File: config.mk
export PLATFORM = sky130hd
export DESIGN_NAME = spi_shift_engine
export DESIGN_NICKNAME = d
export VERILOG_FILES = /design/src/rtl/spi_pkg.sv /design/src/rtl/spi_in_sync.sv /design/src/rtl/spi_shift_engine.sv
export SDC_FILE = /design/constraint.sdc
export NUM_CORES = 1
export LEC_CHECK = 0
export ABC_AREA = 0
export BUFFER_PORTS_ARGS = -buffer_cell sky130_fd_sc_hd__buf_2
export CAP_MARGIN = 0
export CORE_MARGIN = 5
export CORE_UTILIZATION = 53
export CTS_BUF_LIST = sky130_fd_sc_hd__clkbuf_2
export CTS_CLUSTER_DIAMETER = 100
export CTS_CLUSTER_SIZE = 16
export DETAILED_ROUTE_END_ITERATION = 10
export PLACE_DENSITY_LB_ADDON = 0.2
export SKIP_CTS_REPAIR_TIMING = 1
export SYNTH_ARGS = -nofsm -noshare
export SYNTH_HDL_FRONTEND = slang
export SYNTH_SLANG_ARGS = --single-unit
File: constraint.sdc
create_clock -name clk -period 1.55 [get_ports clk]
set_input_delay 0.0775 -clock clk [delete_from_list [all_inputs] [get_ports clk]]
set_output_delay 0.0775 -clock clk [all_outputs]
set_load 0.02 [all_outputs]
File: src/rtl/spi_pkg.sv
// rtl/spi_pkg.sv - shared types, constants and bit-order helpers for the SPI shift engine
package spi_pkg;

  localparam int SPI_BYTE_W = 8;
  localparam logic [SPI_BYTE_W-1:0] DEFAULT_DUMMY_BYTE = 8'hFF;

  typedef enum logic {
    IDLE   = 1'b0,
    ACTIVE = 1'b1
  } spi_state_e;

  // Bit presented on MISO for the current transmit shift register.
  function automatic logic out_bit(input logic [SPI_BYTE_W-1:0] v, input logic lsb);
    return lsb ? v[0] : v[SPI_BYTE_W-1];
  endfunction

  // Transmit shift: move the next bit toward the output end, back-filling with 1.
  function automatic logic [SPI_BYTE_W-1:0] tx_advance(input logic [SPI_BYTE_W-1:0] v,
                                                       input logic lsb);
    return lsb ? {1'b1, v[SPI_BYTE_W-1:1]} : {v[SPI_BYTE_W-2:0], 1'b1};
  endfunction

  // Receive shift: insert the sampled bit at the end matching the bit order.
  function automatic logic [SPI_BYTE_W-1:0] rx_insert(input logic [SPI_BYTE_W-1:0] v,
                                                      input logic lsb, input logic b);
    return lsb ? {b, v[SPI_BYTE_W-1:1]} : {v[SPI_BYTE_W-2:0], b};
  endfunction

endpackage

File: src/rtl/spi_in_sync.sv
// rtl/spi_in_sync.sv - multi-stage 1-bit synchroniser with enable for the MOSI input
module spi_in_sync #(
  parameter int SYNC_STAGES = 2
) (
  input  logic clk_i,
  input  logic rst_ni,
  input  logic ena_i,
  input  logic d_i,
  output logic q_o
);

  logic [SYNC_STAGES-1:0] sync_q;

  // Shift the asynchronous input through the flop chain while enabled.
  always_ff @(posedge clk_i or negedge rst_ni) begin
    if (!rst_ni) begin
      sync_q <= '0;
    end else if (ena_i) begin
      sync_q[0] <= d_i;
      for (int i = 1; i < SYNC_STAGES; i++) begin
        sync_q[i] <= sync_q[i-1];
      end
    end
  end

  assign q_o = sync_q[SYNC_STAGES-1];

endmodule

File: src/rtl/spi_shift_engine.sv
// rtl/spi_shift_engine.sv - byte-level SPI slave datapath driven by edge-detector strobes
module spi_shift_engine
  import spi_pkg::*;
#(
  parameter int                    SYNC_STAGES = 2,
  parameter logic [SPI_BYTE_W-1:0] DUMMY_BYTE  = DEFAULT_DUMMY_BYTE
) (
  input  logic                  clk,
  input  logic                  rst,
  input  logic                  ena,
  input  logic                  spi_ss,
  input  logic                  spi_in,
  output logic                  spi_out,
  input  logic                  spi_clk_phase,
  input  logic                  lsb_first,
  input  logic                  sample_stb,
  input  logic                  shift_stb,
  output logic [SPI_BYTE_W-1:0] rx_data,
  output logic                  rx_valid,
  input  logic                  rx_ready,
  input  logic [SPI_BYTE_W-1:0] tx_data,
  input  logic                  tx_valid,
  output logic                  tx_ready,
  output logic                  busy,
  output logic                  overrun,
  output logic                  underrun
);

  logic din_s;

  spi_state_e            state_q, state_d;
  logic                  ss_q, ss_prev_q;
  logic [SPI_BYTE_W-1:0] rx_shift_q, rx_shift_d;
  logic [2:0]            rx_cnt_q, rx_cnt_d;
  logic [SPI_BYTE_W-1:0] tx_shift_q, tx_shift_d;
  logic [2:0]            tx_cnt_q, tx_cnt_d;
  logic                  skip_q, skip_d;
  logic [SPI_BYTE_W-1:0] rx_data_q, rx_data_d;
  logic                  rx_valid_q, rx_valid_d;
  logic [SPI_BYTE_W-1:0] txbuf_q, txbuf_d;
  logic                  txbuf_full_q, txbuf_full_d;
  logic                  spi_out_q, spi_out_d;
  logic                  overrun_q, overrun_d;
  logic                  underrun_q, underrun_d;

  logic                  ss_fall;
  logic                  rx_take;
  logic                  tx_wr;
  logic                  tx_load;
  logic [SPI_BYTE_W-1:0] rx_next;

  spi_in_sync #(
    .SYNC_STAGES(SYNC_STAGES)
  ) u_in_sync (
    .clk_i (clk),
    .rst_ni(rst),
    .ena_i (ena),
    .d_i   (spi_in),
    .q_o   (din_s)
  );

  assign ss_fall = ss_prev_q & ~ss_q;
  assign rx_take = rx_valid_q & rx_ready;
  assign tx_wr   = tx_valid & ~txbuf_full_q;
  assign rx_next = rx_insert(rx_shift_q, lsb_first, din_s);

  // Frame FSM, bit counters, receive completion and transmit buffer next-state.
  always_comb begin
    state_d      = state_q;
    rx_shift_d   = rx_shift_q;
    rx_cnt_d     = rx_cnt_q;
    tx_shift_d   = tx_shift_q;
    tx_cnt_d     = tx_cnt_q;
    skip_d       = skip_q;
    rx_data_d    = rx_data_q;
    rx_valid_d   = rx_valid_q;
    txbuf_d      = txbuf_q;
    txbuf_full_d = txbuf_full_q;
    overrun_d    = 1'b0;
    underrun_d   = 1'b0;
    tx_load      = 1'b0;

    if (rx_take) begin
      rx_valid_d = 1'b0;
    end

    unique case (state_q)
      IDLE: begin
        rx_cnt_d = '0;
        tx_cnt_d = '0;
        if (ss_fall) begin
          state_d = ACTIVE;
          tx_load = 1'b1;
          skip_d  = spi_clk_phase;
        end
      end
      ACTIVE: begin
        if (ss_q) begin
          // Deselect: any partial byte in either direction is abandoned.
          state_d    = IDLE;
          rx_cnt_d   = '0;
          tx_cnt_d   = '0;
          skip_d     = 1'b0;
          rx_shift_d = '0;
        end else begin
          if (sample_stb) begin
            rx_shift_d = rx_next;
            rx_cnt_d   = rx_cnt_q + 3'd1;
            if (rx_cnt_q == 3'd7) begin
              if (!rx_valid_q || rx_take) begin
                rx_data_d  = rx_next;
                rx_valid_d = 1'b1;
              end else begin
                overrun_d = 1'b1;
              end
            end
          end
          if (shift_stb) begin
            if (skip_q) begin
              // CPHA1: the first leading edge only presents the first bit.
              skip_d = 1'b0;
            end else if (tx_cnt_q == 3'd7) begin
              tx_load  = 1'b1;
              tx_cnt_d = '0;
            end else begin
              tx_shift_d = tx_advance(tx_shift_q, lsb_first);
              tx_cnt_d   = tx_cnt_q + 3'd1;
            end
          end
        end
      end
      default: state_d = IDLE;
    endcase

    // A load sees the buffer as it was before any same-cycle write.
    if (tx_load) begin
      if (txbuf_full_q) begin
        tx_shift_d   = txbuf_q;
        txbuf_full_d = 1'b0;
      end else begin
        tx_shift_d = DUMMY_BYTE;
        underrun_d = 1'b1;
      end
    end
    if (tx_wr) begin
      txbuf_d      = tx_data;
      txbuf_full_d = 1'b1;
    end

    spi_out_d = (state_q == ACTIVE) ? out_bit(tx_shift_q, lsb_first) : 1'b1;
  end

  // State and datapath registers; everything holds while ena is low.
  always_ff @(posedge clk or negedge rst) begin
    if (!rst) begin
      state_q      <= IDLE;
      ss_q         <= 1'b1;
      ss_prev_q    <= 1'b1;
      rx_shift_q   <= '0;
      rx_cnt_q     <= '0;
      tx_shift_q   <= '0;
      tx_cnt_q     <= '0;
      skip_q       <= 1'b0;
      rx_data_q    <= '0;
      rx_valid_q   <= 1'b0;
      txbuf_q      <= '0;
      txbuf_full_q <= 1'b0;
      spi_out_q    <= 1'b1;
      overrun_q    <= 1'b0;
      underrun_q   <= 1'b0;
    end else if (ena) begin
      state_q      <= state_d;
      ss_q         <= spi_ss;
      ss_prev_q    <= ss_q;
      rx_shift_q   <= rx_shift_d;
      rx_cnt_q     <= rx_cnt_d;
      tx_shift_q   <= tx_shift_d;
      tx_cnt_q     <= tx_cnt_d;
      skip_q       <= skip_d;
      rx_data_q    <= rx_data_d;
      rx_valid_q   <= rx_valid_d;
      txbuf_q      <= txbuf_d;
      txbuf_full_q <= txbuf_full_d;
      spi_out_q    <= spi_out_d;
      overrun_q    <= overrun_d;
      underrun_q   <= underrun_d;
    end
  end

  assign spi_out  = spi_out_q;
  assign rx_data  = rx_data_q;
  assign rx_valid = rx_valid_q;
  assign tx_ready = ~txbuf_full_q;
  assign busy     = (state_q == ACTIVE);
  assign overrun  = overrun_q;
  assign underrun = underrun_q;

endmodule

==> results of run 1 <==
power groups by stage:
stage | Combinational, µW | Clock, µW | Sequential (µW)
floorplan | 623 | 0 | 1730
global placement | 757 | 0 | 1770
detailed placement | 803 | 0 | 1780
CTS | 807 | 560 | 1760
global route | 1040 | 611 | 1830
finish | 955 | 543 | 1800
sequential cells by signal, summed over array words and instances (netlist names):
| register | cells |
|---|---|
| rx_data | 8 |
| rx_shift_q | 8 |
| tx_shift_q | 8 |
| txbuf_q | 8 |
| rx_cnt_q | 3 |
| tx_cnt_q | 3 |
| u_in_sync.sync_q | 2 |
| busy | 1 |
| overrun | 1 |
| rx_valid | 1 |
| skip_q | 1 |
| spi_out | 1 |
| ss_prev_q | 1 |
| ss_q | 1 |
| txbuf_full_q | 1 |
| underrun | 1 |
kinds of logic after synthesis:
group	count (synthesis)	share of synthesized area (%)
AND/OR/NAND/NOR	53	12.9
AO/OA/AOI/OAI	51	14.6
flip-flops	49	54.1
adder cells (fa/ha/maj)	4	2.20
buffers and inverters	11	3.41
multiplexers	27	12.9
cells in the mapped netlist, types with 2 or more instances:
cell type,number
a21oi_1,2
a22o_1,5
and2_1,2
buf_2,5
buf_6,4
dfrtp_1,46
dfstp_2,3
ha_1,4
mux2_2,18
mux2i_1,9
nand2_1,32
nand2b_1,2
nor2_1,2
nor2b_1,4
nor3b_1,2
o21ai_0,15
o21ai_1,12
o22ai_1,7
o31ai_2,2
cell type report:
cell class                      instances  area, µm²  share of cell area [%]
Sequential cell                        49       1230                    43.5
Multi-Input combinational cell        135       1050                    37.2
Timing Repair Buffer                   59        427                    15.1
Tap cell                               50       62.6                    2.21
Clock buffer                            5       25.0                   0.886
Clock inverter                          3       21.3                   0.753
Inverter                                2       7.51                   0.266
routing by layer:
metal  vias to the layer above  global-route usage, %
li1                        814                      -
met1                       826                   19.1
met2                        38                   29.1
met3                         9                   4.35
met4                         0                   5.05
met5                         -                      0
final timing paths:
kind                            endpoint  slack [ns]  depth (start not counted)
min reg2reg                      spi_out        0.51                          2
max reg2reg                tx_shift_q[0]       -0.07                          7
max                        tx_shift_q[0]       -0.07                          7
min in group asynchronous       rx_valid        0.03                          2
max in group asynchronous  rx_shift_q[3]        0.95                          3
min                         txbuf_full_q        0.02                          3
metrics by stage:
step | TNS (ns) | utilization, % | cell area [µm²] | total power [µW]
detailed placement | -0.366 | 61.4 | 2510 | 2590
floorplan | 0 | - | 2270 | 2350
CTS | -0.666 | 62.5 | 2550 | 3120
finish | -0.304 | 69.1 | 2830 | 3290
global route | -0.964 | 69.1 | 2830 | 3480
global placement | 0 | 61.4 | 2510 | 2520
worst min-delay path, cell delays in order:
cell,delay (ns)
buf_2,0.10
nand3_2,0.17
nand2_1,0.08
==> run_results.csv, run 1 <==
group,metric,value,unit
outcome,status,"finished with violations",
outcome,failed_checks,"negative setup slack",
route,vias,1687,
power,pwr-share-comb,29.0,%
route,drt-met1-wl,2.10,mm
worst_setup_path,r2r_start,"tx_cnt_q[1]",
sta,maxSlewHeadroom,57.3,%
global_routing,grt_pass1_vias,1583,
layout,drive_above_1_share,36.4,%
worst_setup_path,end_kind,"flip-flop",
die,fp.dieH,75.5,µm
clock_tree,clkLatencyLatePin,0.43,ns
die,die_width,75.5,µm
sta,fin_skew,0.0209,ns
sta,finalCritPeriodShare,105,%
worst_setup_path,crit_family,"compound AO/OA/AOI/OAI gates",
synthesis,synth-edff-count,0,
route,drtAntennaViolNets,0,
synthesis,synth.distinct_cells,38,
layout,final_common_cell,"dfrtp_1",
power,ir_drop,1.05,mV
synthesis,synth_seq_cells,49,
synthesis,synth_area,2270,µm²
sta,setup_viol,7,
route,topRoutingLayerUsed,"met4",
power,p_int,2160,µW
worst_setup_path,crit_required,1.90,ns
hold_path,hold_start,"tx_valid",
worst_setup_path,arrival,1.97,ns
sta,holdWs,0.0198,ns
sta,rsz0062_at_grt,"true",
sta,clock.fmax,617,MHz
route,via_per_inst,5.57,
worst_setup_path,start_kind,"flip-flop",
route,drt_wl_total,4.79,mm
placed_design,gp_congestion,0.852,
placed_design,io_buffers,32,
power,sw_frac_of_total,34.3,%
synthesis,syn_nets,218,
power,p_leak,0.00133,µW
synthesis,synth.avg_cell_area,11.7,µm²
power,pwr-share-seq,54.5,%
die,rows,23,
die,initial_core_util,55.7,%
synthesis,seq_area_frac_synth,54.1,%
sta,hold_viol_final,0,
clock_tree,htreeDepth,2,
global_routing,grt_usage,16.3,%
clock_tree,clockBufferDepth,2,
clock_tree,cts_root_buffer,"clkbuf_2",
worst_setup_path,cp_num_buf_inv,1,
worst_setup_path,critPathKind,"reg2reg",
clock_tree,cts_inserted_buffers,5,
layout,final_cell_mix,"dfrtp_1 (46), nand2_1 (32), buf_2 (32)",
sta,tightest_slew,0.637,ns
clock_tree,cts_tree,"done",
route,drc,0,
sta,timing.final.ws_setup,-0.0700,ns
die,core_area,4090,µm²
route,drt_first_pass_iters,4,
synthesis,synth-async-reset-ratio,100,%
sta,slew_viol_final,0,
worst_setup_path,crit_path_max_incr_delay,0.42,ns
route,initialDrtViolationCount,63,
synthesis,synth_top_cell_by_area,"dfrtp_1",
placed_design,pre_cts_ws,-0.0806,ns
synthesis,ys_top_cells_by_area,"dfrtp_1 (51%), mux2_2 (8.9%), nand2_1 (5.3%)",
layout,nets,275,
worst_setup_path,crit_slowest_cell,"dfrtp_1",
worst_setup_path,crit_fanout,6,
job,max-cap-violations,0,
placed_design,place.detailed.hpwl,3.22,mm
synthesis,syn_inst,195,
clock_tree,clkTransAtPathRegs,0.25,ns
synthesis,yosysWarnings,0,
layout,fin_cells,303,
synthesis,netlist.area_leader.share,50.6,%
sta,period_minus_slack,1.62,ns
placed_design,dp_cells,277,
global_routing,grt_max_degree,18,
worst_setup_path,crit_path_start,"tx_cnt_q[1]",
die,io_pins,33,
global_routing,antenna_found_initial,0,
route,route.met2.wl,2.40,mm
layout,fill_cells,308,
power,clockPowerShare,16.5,%
route,wl_per_cell,15.8,µm
hold_path,hold_path.class,"in2reg",
synthesis,synth_flop_cell,"dfrtp_1",
global_routing,grt_overflow,0,
layout,area.growth.synth_to_final,24.2,%
worst_setup_path,path_cells,"ha_2 > ha_4 > nand4b_4 > a21oi_4 > buf_6 > nor3b_2 > o31ai_2",
layout,n_antenna_cell,0,
route,dr_wl_met3,187,µm
power,p_per_area,1170,nW/µm²
power,p_sw,1130,µW
die,die_area,5700,µm²
clock_tree,clock_sinks,49,
global_routing,grt_pass1_wl,7.06,mm
No activity file was read; power rests on OpenSTA's default activity.
==> run 2: changes to the inputs <==
- SYNTH_HIERARCHICAL: unset -> 1
==> run_results.csv, run 2 <==
group,metric,value,unit
global_routing,antenna_found_initial,0,
sta,slew_viol_final,0,
layout,final_cell_mix,"dfrtp_1 (45), buf_2 (32), mux2_2 (22)",
synthesis,synthSimpleGateAreaFrac,9.57,%
synthesis,synth-async-reset-ratio,100,%
synthesis,seq_area_frac_synth,54.7,%
die,fp.dieH,75.1,µm
synthesis,netlist.area_leader.share,51.2,%
synthesis,yosysWarnings,6,
synthesis,synth.avg_cell_area,12.1,µm²
job,max-cap-violations,0,
layout,drive_above_1_share,37.7,%
synthesis,synth_xor_xnor_area_share,0,%
clock_tree,cts_inserted_buffers,5,
die,rows,23,
clock_tree,clockBufferDepth,2,
placed_design,place.detailed.hpwl,3.22,mm
worst_setup_path,r2r_start,"tx_cnt_q[1]",
die,io_pins,33,
worst_setup_path,critPathKind,"reg2reg",
layout,area.growth.synth_to_final,22.5,%
global_routing,grt_usage,17.7,%
worst_setup_path,reg2regPathDepth,6,
route,initialDrtViolationCount,119,
sta,hold_viol_final,0,
die,die_width,75.1,µm
placed_design,io_buffers,32,
sta,period_minus_slack,1.66,ns
route,drt_wl_total,4.46,mm
synthesis,synth.distinct_cells,37,
power,total_power,3090,µW
worst_setup_path,regToRegEndpoint,"tx_shift_q[6]",
clock_tree,clkLatencyLatePin,0.40,ns
clock_tree,cts_tree,"done",
synthesis,synth_top_cell_by_area,"dfrtp_1",
global_routing,grt_max_degree,32,
synthesis,synth_seq_cells,49,
worst_setup_path,endpoint,"tx_shift_q[6]",
synthesis,synth_common_cells,"dfrtp_1 (46), mux2_2 (22), nand2_1 (19)",
sta,rsz0062_at_grt,"true",
global_routing,grt_overflow,0,
sta,holdWs,0.0834,ns
synthesis,synth_top_family_by_area,"multiplexers",
synthesis,synth_compound_area_share,12.5,%
route,drc,0,
synthesis,yosysMostFrequentCell,"dfrtp_1",
sta,fin_skew,0.0148,ns
route,vias,1591,
synthesis,synth_area,2250,µm²
clock_tree,clock_sinks,49,
outcome,status,"finished with violations",
placed_design,dp_cells,266,
sta,maxSlewHeadroom,57.3,%
global_routing,grt_pass1_vias,1630,
worst_setup_path,crit_path_start,"tx_cnt_q[1]",
sta,tightest_slew,0.637,ns
route,drtAntennaViolNets,0,
route,via_per_inst,5.51,
sta,finalCritPeriodShare,107,%
worst_setup_path,arrival,1.95,ns
power,p_leak,0.00135,µW
layout,nets,262,
layout,final_common_cell,"dfrtp_1",
worst_setup_path,r2r_slack,-0.11,ns
placed_design,gp_congestion,0.758,
die,die_area,5640,µm²
synthesis,synth_flop_cell,"dfrtp_1",
global_routing,grt_pass1_wl,7.59,mm
sta,setup_viol,9,
sta,timing.final.ws_setup,-0.110,ns
worst_setup_path,end_kind,"flip-flop",
clock_tree,htreeDepth,2,
power,ir_drop,0.854,mV
outcome,failed_checks,"negative setup slack",
die,initial_core_util,55.4,%
synthesis,ys_top_cells_by_area,"dfrtp_1 (51%), mux2_2 (11%), mux2i_1 (4.0%)",
layout,fill_cells,297,
hold_path,hold_path.class,"in2reg",
worst_setup_path,crit_required,1.84,ns
clock_tree,clkTransAtPathRegs,0.22,ns
sta,clock.fmax,602,MHz
layout,fin_cells,289,
synthesis,synth_mux_area_share,17.7,%
synthesis,synthAdderAreaFrac,2.23,%
synthesis,syn_nets,209,
power,p_per_area,1120,nW/µm²
worst_setup_path,crit_fanout,6,
synthesis,syn_inst,186,
worst_setup_path,start_kind,"flip-flop",
route,drt_first_pass_iters,4,
layout,utilization,67.9,%
clock_tree,cts_root_buffer,"clkbuf_2",
synthesis,synth-edff-count,0,
route,wl_per_cell,15.4,µm
layout,n_antenna_cell,0,
die,core_area,4060,µm²
run 2: how the worst min path moves through the flow:
stage | startpoint | slack (ns) | end | cells past startpoint
after floorplan | rst | -0.22 | busy | 0
after global placement | rst | 0.04 | rx_valid | 1
after detailed placement | rst | 0.04 | rx_valid | 1
after CTS | rst | -0.44 | rx_valid | 1
after global routing | ena | 0.04 | busy | 2
final | ena | 0.08 | busy | 2
run 2: area by class of cell:
cell class              instances  area, µm²  area share, %
inverters                       6       22.5          0.818
flip-flops and latches         49       1230           44.7
clock buffers                   6       30.0           1.09
well taps                      50       62.6           2.27
clock inverters                 1       3.75          0.136
multi-input cells             122       1020           37.1
repair buffers                 55        382           13.9
run 2: kinds of logic (layout without fill, tap and decap cells):
group | after synthesis | in the layout
AOI/OAI and AO/OA | 43 | 43
and+or+nand+nor | 40 | 40
adders and majority gates | 4 | 4
buffers and inverters | 15 | 68
DFF | 49 | 49
muxes | 35 | 35
run 2: report_power, final:
part / internal, µW / switching [µW] / total [µW]
sequential: 1560 / 215 / 1770
clock: 105 / 371 / 476
combinational: 440 / 396 / 837
total: 2110 / 982 / 3090
run 2: routing by layer:
layer / wire (µm) / track usage (%)
met3: 209 / 4.81
met1: 1870 / 21.2
met5: 0 / 0
met4: 41 / 3.69
met2: 2350 / 31.9
run 2: critical path: stages (launching register included):
cell      delay [ns]
dfrtp_1         0.45
ha_4            0.16
ha_4            0.13
nand4b_1        0.15
a211o_4         0.41
o22ai_1         0.15
o21ai_0         0.10
run 2: metrics by stage:
| stage | instance area, µm² | TNS, ns | setup WS [ns] |
|---|---|---|---|
| floorplan | 2250 | -0.123 | -0.0308 |
| global placement | 2490 | 0 | 0.0295 |
| detailed placement | 2490 | -0.469 | -0.0966 |
| CTS | 2520 | -0.811 | -0.152 |
| global route | 2750 | -1.49 | -0.180 |
| finish | 2750 | -0.542 | -0.110 |
